<file path="src/rtl/ppi_mux_pkg.sv">
// Shared types and widths for the dual-channel ADC to PPI multiplexer.
`timescale 1ns/1ps
package ppi_mux_pkg;

    localparam int unsigned ADC_W = 13;
    localparam int unsigned PPI_W = 16;

    // Output word slot: idle, channel-1 word, channel-2 word
    typedef enum logic [1:0] {
        IDLE = 2'd0,
        W1   = 2'd1,
        W2   = 2'd2
    } slot_t;

    // Two's complement sign extension of an ADC result to a PPI word
    function automatic logic [PPI_W-1:0] sign_ext(input logic [ADC_W-1:0] v);
        return {{(PPI_W-ADC_W){v[ADC_W-1]}}, v};
    endfunction

endpackage

</file>
<file path="src/rtl/ppi_mux_sync_edge.sv">
// Multi-flop synchroniser for an asynchronous level with edge pulses.
// Ports: clk, rst_n (async active-low), din (async level),
//        level (synchronised level), rise_c/fall_c (one-cycle edge pulses).
`timescale 1ns/1ps
module ppi_mux_sync_edge #(
    parameter int unsigned STAGES = 2
) (
    input  logic clk,
    input  logic rst_n,
    input  logic din,
    output logic level,
    output logic rise_c,
    output logic fall_c
);

    logic [STAGES-1:0] sr;
    logic              prev;

    // Synchroniser chain plus one history flop for edge detection
    always_ff @(posedge clk or negedge rst_n) begin
        if (!rst_n) begin
            sr   <= '0;
            prev <= 1'b0;
        end else begin
            sr   <= (sr << 1) | STAGES'(din);
            prev <= sr[STAGES-1];
        end
    end

    assign level  = sr[STAGES-1];
    assign rise_c = level & ~prev;
    assign fall_c = ~level & prev;

endmodule

</file>
<file path="src/rtl/ppi_mux.sv">
// Dual-channel 13-bit ADC to 16-bit PPI multiplexer.
// Ports: CLK25M (clock), RESET_N (async active-low), MINS_CLK5 (word clock,
//        sampled), MINS_CLK2 (frame clock, sampled), start_adc (async enable),
//        data1/data2 (ADC results), dataout (PPI word), framesync (channel-1
//        slot marker), ppi_clk (PPI sample clock), adc_clk (ADC conversion clock).
`timescale 1ns/1ps
module ppi_mux
    import ppi_mux_pkg::*;
#(
    parameter int unsigned SYNC_STAGES   = 2,
    parameter int unsigned PPI_CLK_DELAY = 1
) (
    input  logic             CLK25M,
    input  logic             RESET_N,
    input  logic             MINS_CLK5,
    input  logic             MINS_CLK2,
    input  logic             start_adc,
    input  logic [ADC_W-1:0] data1,
    input  logic [ADC_W-1:0] data2,
    output logic [PPI_W-1:0] dataout,
    output logic             framesync,
    output logic             ppi_clk,
    output logic             adc_clk
);

    logic c5_s, c5_rise, c5_fall;
    logic c2_s, c2_rise, c2_fall;
    logic start_s, start_rise, start_fall;
    logic unused_edges;

    ppi_mux_sync_edge #(.STAGES(SYNC_STAGES)) u_sync_c5 (
        .clk(CLK25M), .rst_n(RESET_N), .din(MINS_CLK5),
        .level(c5_s), .rise_c(c5_rise), .fall_c(c5_fall)
    );

    ppi_mux_sync_edge #(.STAGES(SYNC_STAGES)) u_sync_c2 (
        .clk(CLK25M), .rst_n(RESET_N), .din(MINS_CLK2),
        .level(c2_s), .rise_c(c2_rise), .fall_c(c2_fall)
    );

    ppi_mux_sync_edge #(.STAGES(SYNC_STAGES)) u_sync_start (
        .clk(CLK25M), .rst_n(RESET_N), .din(start_adc),
        .level(start_s), .rise_c(start_rise), .fall_c(start_fall)
    );

    assign unused_edges = &{1'b0, c5_rise, start_rise, start_fall};

    logic             run;
    logic [ADC_W-1:0] cap1, cap2;
    logic             capture;

    assign capture = c2_fall & run;

    // run only changes on frame boundaries; capture mid-frame on the c2 fall
    always_ff @(posedge CLK25M or negedge RESET_N) begin
        if (!RESET_N) begin
            run     <= 1'b0;
            adc_clk <= 1'b0;
            cap1    <= '0;
            cap2    <= '0;
        end else begin
            if (c2_rise) begin
                run <= start_s;
            end
            adc_clk <= c2_s & run;
            if (capture) begin
                cap1 <= data1;
                cap2 <= data2;
            end
        end
    end

    // ppi_clk trails the synchronised word clock for data setup margin
    if (PPI_CLK_DELAY == 0) begin : g_ppi_nodly
        assign ppi_clk = c5_s;
    end else begin : g_ppi_dly
        logic [PPI_CLK_DELAY-1:0] dly;
        always_ff @(posedge CLK25M or negedge RESET_N) begin
            if (!RESET_N) begin
                dly <= '0;
            end else begin
                dly <= (dly << 1) | PPI_CLK_DELAY'(c5_s);
            end
        end
        assign ppi_clk = dly[PPI_CLK_DELAY-1];
    end

    slot_t            state, state_n;
    logic             pend, pend_n;
    logic [PPI_W-1:0] dataout_n;
    logic             framesync_n;

    // Slot FSM state and registered PPI outputs
    always_ff @(posedge CLK25M or negedge RESET_N) begin
        if (!RESET_N) begin
            state     <= IDLE;
            pend      <= 1'b0;
            dataout   <= '0;
            framesync <= 1'b0;
        end else begin
            state     <= state_n;
            pend      <= pend_n;
            dataout   <= dataout_n;
            framesync <= framesync_n;
        end
    end

    // Advance one slot per word-clock fall; a pending capture starts a new W1
    always_comb begin
        state_n     = state;
        pend_n      = pend;
        dataout_n   = dataout;
        framesync_n = framesync;
        if (c5_fall) begin
            case (state)
                IDLE, W2: begin
                    if (pend) begin
                        state_n     = W1;
                        dataout_n   = sign_ext(cap1);
                        framesync_n = 1'b1;
                        pend_n      = 1'b0;
                    end else begin
                        state_n     = IDLE;
                        framesync_n = 1'b0;
                    end
                end
                W1: begin
                    state_n     = W2;
                    dataout_n   = sign_ext(cap2);
                    framesync_n = 1'b0;
                end
                default: begin
                    state_n     = IDLE;
                    framesync_n = 1'b0;
                end
            endcase
        end
        // A capture landing with a slot advance is kept for the next W1
        if (capture) begin
            pend_n = 1'b1;
        end
    end

endmodule

</file>
<file path="config.mk">
export PLATFORM = sky130hd
export DESIGN_NAME = ppi_mux
export DESIGN_NICKNAME = d
export VERILOG_FILES = /design/src/rtl/ppi_mux_pkg.sv /design/src/rtl/ppi_mux_sync_edge.sv /design/src/rtl/ppi_mux.sv
export SDC_FILE = /design/constraint.sdc
export NUM_CORES = 1
export LEC_CHECK = 0
export ABC_AREA = 1
export CORE_UTILIZATION = 30
export CTS_CLUSTER_DIAMETER = 120
export DETAILED_ROUTE_END_ITERATION = 7
export GPL_TIMING_DRIVEN = 1
export SETUP_SLACK_MARGIN = 0.5
export SLEW_MARGIN = 20
export SYNTH_ARGS = -nofsm -noshare
export SYNTH_HDL_FRONTEND = slang
export SYNTH_SLANG_ARGS = --single-unit
</file>
<file path="constraint.sdc">
create_clock -name CLK25M -period 1.1 [get_ports CLK25M]
set_input_delay 0.33 -clock CLK25M [delete_from_list [all_inputs] [get_ports CLK25M]]
set_output_delay 0.33 -clock CLK25M [all_outputs]
set_load 0.02 [all_outputs]
</file>
# [Word-level counts from Yosys, hierarchy flattened]
# Index checks and enable logic that the tools add are counted.
[op_classes] n_div=0 n_shift=0 n_bitwise=11 n_mul=0 n_lt_le_gt_ge=0 mux=9 addsub=0 reduce_logical=7 eq_ne=3
[op_table] operator="16-bit one-hot mux with 2 select lines" n=1
[op_table] operator="16-bit two-way mux" n=1
[op_table] operator="1-bit two-way mux" n=6
[op_table] operator="2-bit by 1-bit OR with 2-bit output" n=3
[op_table] operator="2-bit nonzero test" n=3
[op_table] operator="1-bit AND" n=5
[op_table] operator="2-bit one-hot mux with 2 select lines" n=1
[op_table] operator="1-bit inverter" n=3
[op_table] operator="3-bit AND reduction" n=1
[op_table] operator="2-bit by 1-bit equality test with 1-bit output (second input constant)" n=1
[op_table] operator="2-bit equality test (second input constant)" n=1
[op_table] operator="2-bit logical NOT" n=1
[op_table] operator="2-bit != test (second input constant)" n=1
[op_table] operator="2-bit AND reduction" n=1
[op_table] operator="2-bit OR reduction" n=1
[word_totals] latch_bits=0 memories=0 output_inout_bits=19 ram_bits=0 reg_bits=56 mem_bits_ro=0

# [Logic depth before layout (Yosys ltp)]
[logic_depth] ltp_word=5 ltp_mapped=7 depth_no_buf=6

# [By module]
# Synthesis repeated with hierarchy kept, for this count alone.
[unflattened] hier_cells=258 hier_area_um2=2336.0
[by_module_without_submodules] module="ppi_mux" instances=1 cells_each=237 area_each_um2=2065.7
[by_module_without_submodules] module="ppi_mux_sync_edge" instances=3 cells_each=7 area_each_um2=90.1

# [Worst setup path before layout]
# No wires, ideal clock.
[synth_path] kind="reg-to-reg" startpoint="register u_sync_c5.prev" endpoint="register dataout[10]" n_path_buf=1 arrival_ns=1.016 required_ns=0.984 slack_ns=-0.033 stages_incl_launch_ff=7 period_less_slack_ns=1.133 cell_sequence="dfrtp_1 -> inv_1 -> nor2_1 -> nand3_2 -> buf_6 -> nand2_1 -> nand2_1"
[synth_via] elab_chain_len=2
[synth_lines] item="from (decl)" line="ppi_mux_sync_edge.sv:17" rtl="logic prev;"
[synth_lines] item="from (signal assigned)" line="ppi_mux_sync_edge.sv:26" rtl="prev <= sr[STAGES-1];"
[synth_lines] item="1-bit AND" line="ppi_mux_sync_edge.sv:32" rtl="assign fall_c = ~level & prev;"
[synth_lines] item="3-bit AND reduction (no source line)"
[synth_lines] item="to (signal assigned)" line="ppi_mux.sv:103" rtl="dataout <= dataout_n;"
[synth_lines] item="to (decl)" line="ppi_mux.sv:20" rtl="output logic [PPI_W-1:0] dataout,"
# No other way between the ends.
# A chain may end at the register's enable or synchronous reset.

==> metrics.cfg <==
[clock_network]
clkLatencyLatePin_ns = 0.31
clock_sinks = 53
cts.htree.levels = 2
clkTransAtPathRegs_ns = 0.10
clockRootBuffer = clkbuf_8
clk_path_buf_depth = 2
cts-buffers-inserted = 5
cts_tree = yes

[synth]
synthArstFlopShare = 1.000
netlist.area_leader.share = 0.5902
synth_area_leader_cell = dfrtp_1
yosysWarnings = 0
synth_edf_count = 0
synth.yosys.seq_area_share = 0.5902
synth_ff_type = dfrtp_1
ys_ff_latch = 53
yosysMostFrequentCell = nand2_1
synthTopCellsByCount = nand2_1 (127), dfrtp_1 (53), nand3_1 (41)
synthCells = 255
synth.area.top_cells = dfrtp_1 (59%), nand2_1 (21%), nand3_1 (9.1%)
ys_types = 15
syn-cell-area_sq_um = 2247
syn_nets = 286
syn_area_per_cell_sq_um = 8.812

[flow_run]
max-cap-violations = 0

[power_and_ir_drop]
power_per_cell_area_nw_per_um2 = 1902
p_leak_nw = 1.863
irDropWorstVdd_mv = 0.6902

[drt]
drc_errors = 0
num_vias = 2015
detail-route-antenna-nets = 0
drtIter0Drc = 98
routed_wirelength_um = 6380
firstDrtPassIters = 4
via_per_inst = 4.569
wl_per_cell_um = 14.47

[timing]
holdWs_ns = -0.1208
period_share = 1.109
rsz0062_at_grt = yes
worst_pin_slew_ns = 0.2764
max_slew_margin = 0.8157
finalHoldViolations = 7
skew_ns = 0.01033
drv_slew = 0
setup_ws_ns = -0.1200
setup_viol = 52
max_freq_ghz = 0.8196
period_needed_ns = 1.220

[critical_path]
worstPathArrival_ns = 0.89
worst_setup_path_end_kind = output pin
r2r-start = u_sync_c5.prev$_DFF_PN0_
path_class = reg -> out
crit_chain = buf_2
timing.critical_path.from = dataout[14]$_DFFE_PN0P_
critPathRequiredTime_ns = 0.77
path_buf_inv = 1
cp_max_fo = 5
cp_top_family = flip-flops
cp_slowest_cell = dfrtp_2
critPathLaunchType = flip-flop
critPathMaxStageDelay_ns = 0.43

[placement]
numPortBuffers = 49
dpl.cell_count = 401
place.gp.congestion = 0.7692
post_dp_cell_area_sq_um = 2914
dp.final_hpwl_um = 3427
place_ws_ns = -0.2070

[global_routing]
grt_pass1_wl_um = 9970
grt_usage = 0.1710
antenna_found_initial = 0
overflow = 0
grt_pass1_vias = 2057
grt_max_degree = 26

[finish]
fin_area_sq_um = 4009
syn2layout_area_growth_pct = 78.40
fillCellCount = 626
fin_nets = 372
instances_no_fill = 441
layout-drive-gt1-share = 0.6023
num_antenna_cells = 0

[worst_hold_path]
min_path_type = in -> async

[run_status]
status = complete, but fails checks
violations = hold timing, setup timing

[floorplan]
core_sq_um = 7253
start_util = 0.3098
pin_count = 50
die_w_um = 88.55
die_h_um = 88.55
rows = 31
dieArea_sq_um = 7840

## cells by family after synthesis
logic type,count (synthesis),share of synthesized area
AOI/OAI and AO/OA,4,0.01058
buffers and inverters,23,0.06904
DFF,53,0.5902
and+or+nand+nor,175,0.3302
## through the flow
step	total power [W]	util	setup TNS, ns
final	0.007626	0.5527	-3.520
after global placement	0.005129	0.4018	-3.941
after floorplan	0.004301	-	0
after global routing	0.008114	0.5527	-6.084
after detailed placement	0.005188	0.4018	-4.715
after CTS	0.007050	0.4989	-2.814
## final timing paths
check,end,slack [ns],cells past startpoint
hold reg to reg,u_sync_c2.sr[1]$_DFF_PN0_,0.36,0
setup / recovery,dataout[15],-0.12,1
max in group asynchronous,dataout[3]$_DFFE_PN0P_,0.78,2
setup reg to reg,dataout[14]$_DFFE_PN0P_,-0.09,7
min in group CLK25M,u_sync_c2.sr[1]$_DFF_PN0_,0.36,0
hold / removal,u_sync_c2.sr[0]$_DFF_PN0_,-0.12,1
## final cells by class
cell class	count	area (sq um)	area share
multi-input cells	184	1341	0.3346
flip-flops and latches	53	1350	0.3368
well taps	99	123.9	0.03090
inverters	7	36.28	0.009051
clock inverters	2	13.76	0.003433
clock buffers	6	72.57	0.01810
repair buffers	90	1071	0.2672
## power breakdown
group,switching [W],internal [W]
Clock,0.000639,0.000455
Combinational,0.00178,0.00170
Sequential,0.000499,0.00256
## metal layers
metal / share of wire / GRT usage / vias to the layer above
li1: - / - / 980
met1: 0.42 / 0.2065 / 973
met4: 0.012 / 0.04545 / 0
met2: 0.52 / 0.3035 / 52
met3: 0.046 / 0.04291 / 10
met5: 0 / 0 / -
## sequential cells by signal, summed over array words and instances, names as in the netlist
name,cells
cap2,13
u_sync_c2.prev,1
run,1
adc_clk,1
framesync,1
u_sync_c5.prev,1
u_sync_start.sr,2
cap1,13
u_sync_c2.sr,2
dataout,13
pend,1
state,2
u_sync_c5.sr,2
## placed cells by master, fill, tap and decap left out, drive strengths merged
master,instances
clkdlybuf4s50,29
clkbuf,7
dfrtp,53
inv,8
clkinv,1
buf,60
o21ai,4
nor2,3
nand2,134
nand3,43
## what timing repair did
item,in CTS,in global routing
buffers inserted,17,7
pin swaps,37,32
setup endpoints to repair,65,65
hold endpoints to repair,7,7
gates cloned,7,1
resized for setup,187,87
(Power assumes the default switching activity.)
==> variant 1: new RTL, same flow settings <==
The 3 values of `slot_t` get a one-hot encoding in 3 bits.
--- a/src/rtl/ppi_mux_pkg.sv
+++ b/src/rtl/ppi_mux_pkg.sv
@@ -8,6 +8,6 @@
     // Output word slot: idle, channel-1 word, channel-2 word
-    typedef enum logic [1:0] {
-        IDLE = 2'd0,
-        W1   = 2'd1,
-        W2   = 2'd2
+    typedef enum logic [2:0] {
+        IDLE = 3'b001,
+        W1   = 3'b010,
+        W2   = 3'b100
     } slot_t;
Function: no difference found for any inputs over 10 cycles, from zero or initial values and one cycle with RESET_N low; not proved beyond that.
==> variant 1 against the original RTL <==
The run ends with setup timing left; global-route usage increased by 0.80 points; count of clock-buffer cells in the layout up 1; wire length decreased by 0.71%; area after synthesis grew 0.50%; first-iteration DRC count decreased by 23%; worst setup slack got worse by 52 ps; design area fell by 2.7%; sequential cell count up 1; total power fell by 3.5%; largest cell class unchanged; largest power group unchanged; die area increased by 0.50%; maximum frequency down 4.1%.
==> variant 1: results <==
metrics = {
    "route": {
        "wire_per_inst_um": 14.17,
        "drt_iter0_markers": 75,
        "routed_wirelength_mm": 6.335,
        "viasPerCell": 4.483,
    },
    "critical_path": {
        "max_stage_delay_ps": 570,
        "reg2reg_depth": 6,
        "cp_data_arrival_time_ps": 1470,
        "worst_setup_path_end_kind": "register",
        "slowest_stage": "dfstp_2",
        "critPathMaxFanout": 5,
    },
    "pwr": {
        "p_leak_uw": 0.001886,
        "ir_worst_vdd_mv": 0.9632,
    },
    "timing": {
        "final.setup.tns_ps": -5454,
        "setup_ws_ps": -172.4,
        "setup_viol": 62,
        "skew_ps": 15.71,
        "worst_pin_slew_ps": 298.4,
    },
    "place": {
        "hpwl_mm": 3.423,
        "placed_cells_incl_taps": 413,
        "dpl_worst_slack_ps": -236.5,
        "placed_cell_area_um2": 3053,
        "place.gp.congestion": 0.8146,
    },
    "logic_synthesis": {
        "netlist_instances": 256,
        "ys_top_cells_by_count": "nand2_1, dfrtp_1, nand3_1, buf_2, inv_1",
        "yosysSeqAreaShare": 0.5989,
        "synth_cell_type_count": 20,
        "yosysWarnings": 0,
        "ys_top_cells_by_area": "dfrtp_1, nand2_1, nand3_1, buf_2, buf_4",
        "syn_nets": 287,
    },
    "global_route": {
        "first_global_vias": 2094,
        "grt_usage": 0.1790,
        "grt_max_degree": 55,
    },
    "run_status": {
        "status": "finished with violations",
        "violations": "setup timing",
    },
    "cells_and_area": {
        "fill_cells": 641,
        "antenna_cells": 0,
        "fin_nets": 378,
    },
}
variant 1: changes by cell type after synthesis, sizes merged, moves of 2 or more:
cell | before | now
a21oi | 0 | 3
buf | 16 | 14
clkbuf | 0 | 3
nand2 | 130 | 113
nand3 | 42 | 50
nor2 | 3 | 8
o21ai | 4 | 2
variant 1: final cells by class:
| type | count | area, um2 | area share |
|---|---|---|---|
| inverter | 8 | 30.03 | 0.007697 |
| clock inverter | 1 | 5.005 | 0.001283 |
| clock buffer | 7 | 86.33 | 0.02213 |
| tap | 99 | 123.9 | 0.03175 |
| multi-input combinational | 177 | 1095 | 0.2806 |
| timing repair buffer | 101 | 1199 | 0.3072 |
| sequential | 54 | 1363 | 0.3493 |
variant 1: layer usage:
| layer | part of all wire | up-vias | track usage |
|---|---|---|---|
| met5 | 0 | - | 0 |
| met4 | 0.016 | 0 | 0.05132 |
| met3 | 0.037 | 8 | 0.04198 |
| met2 | 0.52 | 44 | 0.3161 |
| met1 | 0.43 | 954 | 0.2177 |
| li1 | - | 998 | - |
variant 1: what timing repair did:
item	in CTS	in global routing
pin swaps	21	7
endpoints found under the setup margin	66	66
buffers inserted	14	4
resized for setup	167	40
cloned	8	0
endpoints found under the hold margin	0	0
variant 1: power by group:
| group | total (uW) | leakage, uW | switching, uW | internal, uW |
|---|---|---|---|---|
| registers | 2980 | 0.000651 | 454 | 2530 |
| clock network | 1150 | 0.0000482 | 644 | 510 |
| logic | 3220 | 0.00119 | 1510 | 1710 |
variant 1: cell families after synthesis:
| kind of cell | synth area share |
|---|---|
| AOI/OAI and AO/OA | 0.01385 |
| buffers and inverters | 0.05540 |
| DFF | 0.5989 |
| and+or+nand+nor | 0.3319 |
==> variant 2: new RTL, same flow settings <==
Made on the original files. The package constant `PPI_W` goes from 16 to 32.
--- a/src/rtl/ppi_mux_pkg.sv
+++ b/src/rtl/ppi_mux_pkg.sv
@@ -5,3 +5,3 @@
     localparam int unsigned ADC_W = 13;
-    localparam int unsigned PPI_W = 16;
+    localparam int unsigned PPI_W = 32;
 
Interface: changed (resized dataout); port bits go from 50 to 66. The function was not compared with the original's and may differ.
==> variant 2 against the original RTL <==
Design area up 8.6%; sequential power up 2%; total power up 22%; area after synthesis up 5.3%; highest routed layer unchanged; die area up 5.2%; worst setup slack worse by 230 ps; critical path type unchanged; wire length up 17%; sequential share of layout area down 2.7 points; the run still ends with hold timing, setup timing left; sequential cell count unchanged; largest cell class is now multi-input gates; count of clock-buffer cells in the layout unchanged.
==> variant 2: results <==
metrics = {
    "timing": {
        "final.setup.tns_ps": -9718,
        "hold_viol_final": 19,
        "setup_ws_ps": -353.0,
        "skew_ps": 5.741,
        "setup_viol": 69,
        "whs_ps": -6.613,
    },
    "global_route": {
        "grt_pass1_wl_mm": 11.30,
        "grt_max_degree": 54,
        "grt_usage": 0.1761,
        "antenna_found_initial": 0,
    },
    "cells_and_area": {
        "bufAreaShareNonClock": 0.3103,
        "seq_area_um2": 1351,
        "num-nonclk-buffers": 113,
        "final-clk-cell-share": 0.01896,
        "drive_gt1_frac": 0.6548,
        "fill_cells": 616,
        "fin_nets": 395,
        "multi_input_area_um2": 1409,
    },
    "place": {
        "place.gp.congestion": 0.7882,
        "placed_cells_incl_taps": 422,
        "hpwl_mm": 3.563,
        "io_buffers": 65,
        "dpl_worst_slack_ps": -387.4,
        "placed_cell_area_um2": 3083,
    },
    "logic_synthesis": {
        "ys_top_cells_by_count": "nand2_1, dfrtp_1, nand3_1, buf_4",
        "ys_top_cells_by_area": "dfrtp_1, nand2_1, nand3_1, buf_4, buf_6",
        "avgSynthCellArea_um2": 8.735,
        "yosysWarnings": 0,
        "synth_xor_area_frac": 0,
        "syn_nets": 302,
        "synth_compound_area_frac": 0.01004,
    },
    "pwr": {
        "ir_worst_vdd_mv": 0.6892,
        "p_leak_uw": 0.001975,
    },
    "route": {
        "top_layer": "met4",
        "viasPerCell": 4.734,
        "via_count": 2211,
        "wl_met1_mm": 3.014,
        "drt_iter0_markers": 105,
        "routed_wirelength_mm": 7.474,
        "route.met3.wl_um": 367,
    },
    "run_status": {
        "violations": "hold timing, setup timing",
        "status": "finished with violations",
    },
    "critical_path": {
        "critPathMaxFanout": 8,
        "rr_endpoint": "cap2[2]$_DFFE_PN0P_",
        "cp_data_arrival_time_ps": 1120,
        "crit_end": "dataout[16]",
        "reg2reg_depth": 6,
        "start_kind": "register",
        "critPathLaunch": "dataout[30]$_DFFE_PN0P_",
        "max_stage_delay_ps": 530,
        "reg2reg_from": "u_sync_c2.sr[1]$_DFF_PN0_",
        "slowest_stage": "dfrtp_4",
    },
    "die": {
        "nWellTaps": 102,
    },
}
[variant 2: cell count changes in the layout (fill, tap and decap cells not counted), moves of 2 or more]
cell,unedited run,this run
nand2_2,63,60
buf_16,2,4
nand3_4,6,10
nand2_1,49,54
buf_4,10,16
nand3_2,16,28
nand3_1,21,5
buf_6,28,40
dfrtp_2,19,17
[variant 2: routing by layer]
metal  up-vias  track usage
met2        78       0.3049
met4         0      0.05291
met3        11      0.04040
li1       1023            -
met1      1099       0.2176
met5         -            0
[variant 2: timing repair]
action                     4_1_cts  5_1_grt
setup endpoints to repair       81       81
pin swaps                       50       38
cloned                          12        2
gates resized for setup        311       76
buffers inserted                19        4
[variant 2: per-stage QoR]
step	util	total power [uW]
after floorplan	-	5173
after global placement	0.4010	6192
after detailed placement	0.4010	6255
after CTS	0.5199	8516
after global routing	0.5666	9689
final	0.5666	9267
[variant 2: report_power, final]
group	leakage (uW)	internal, uW	switching (uW)
sequential	0.000630	2560	558
clock	0.0000450	444	663
combinational	0.00130	2510	2530
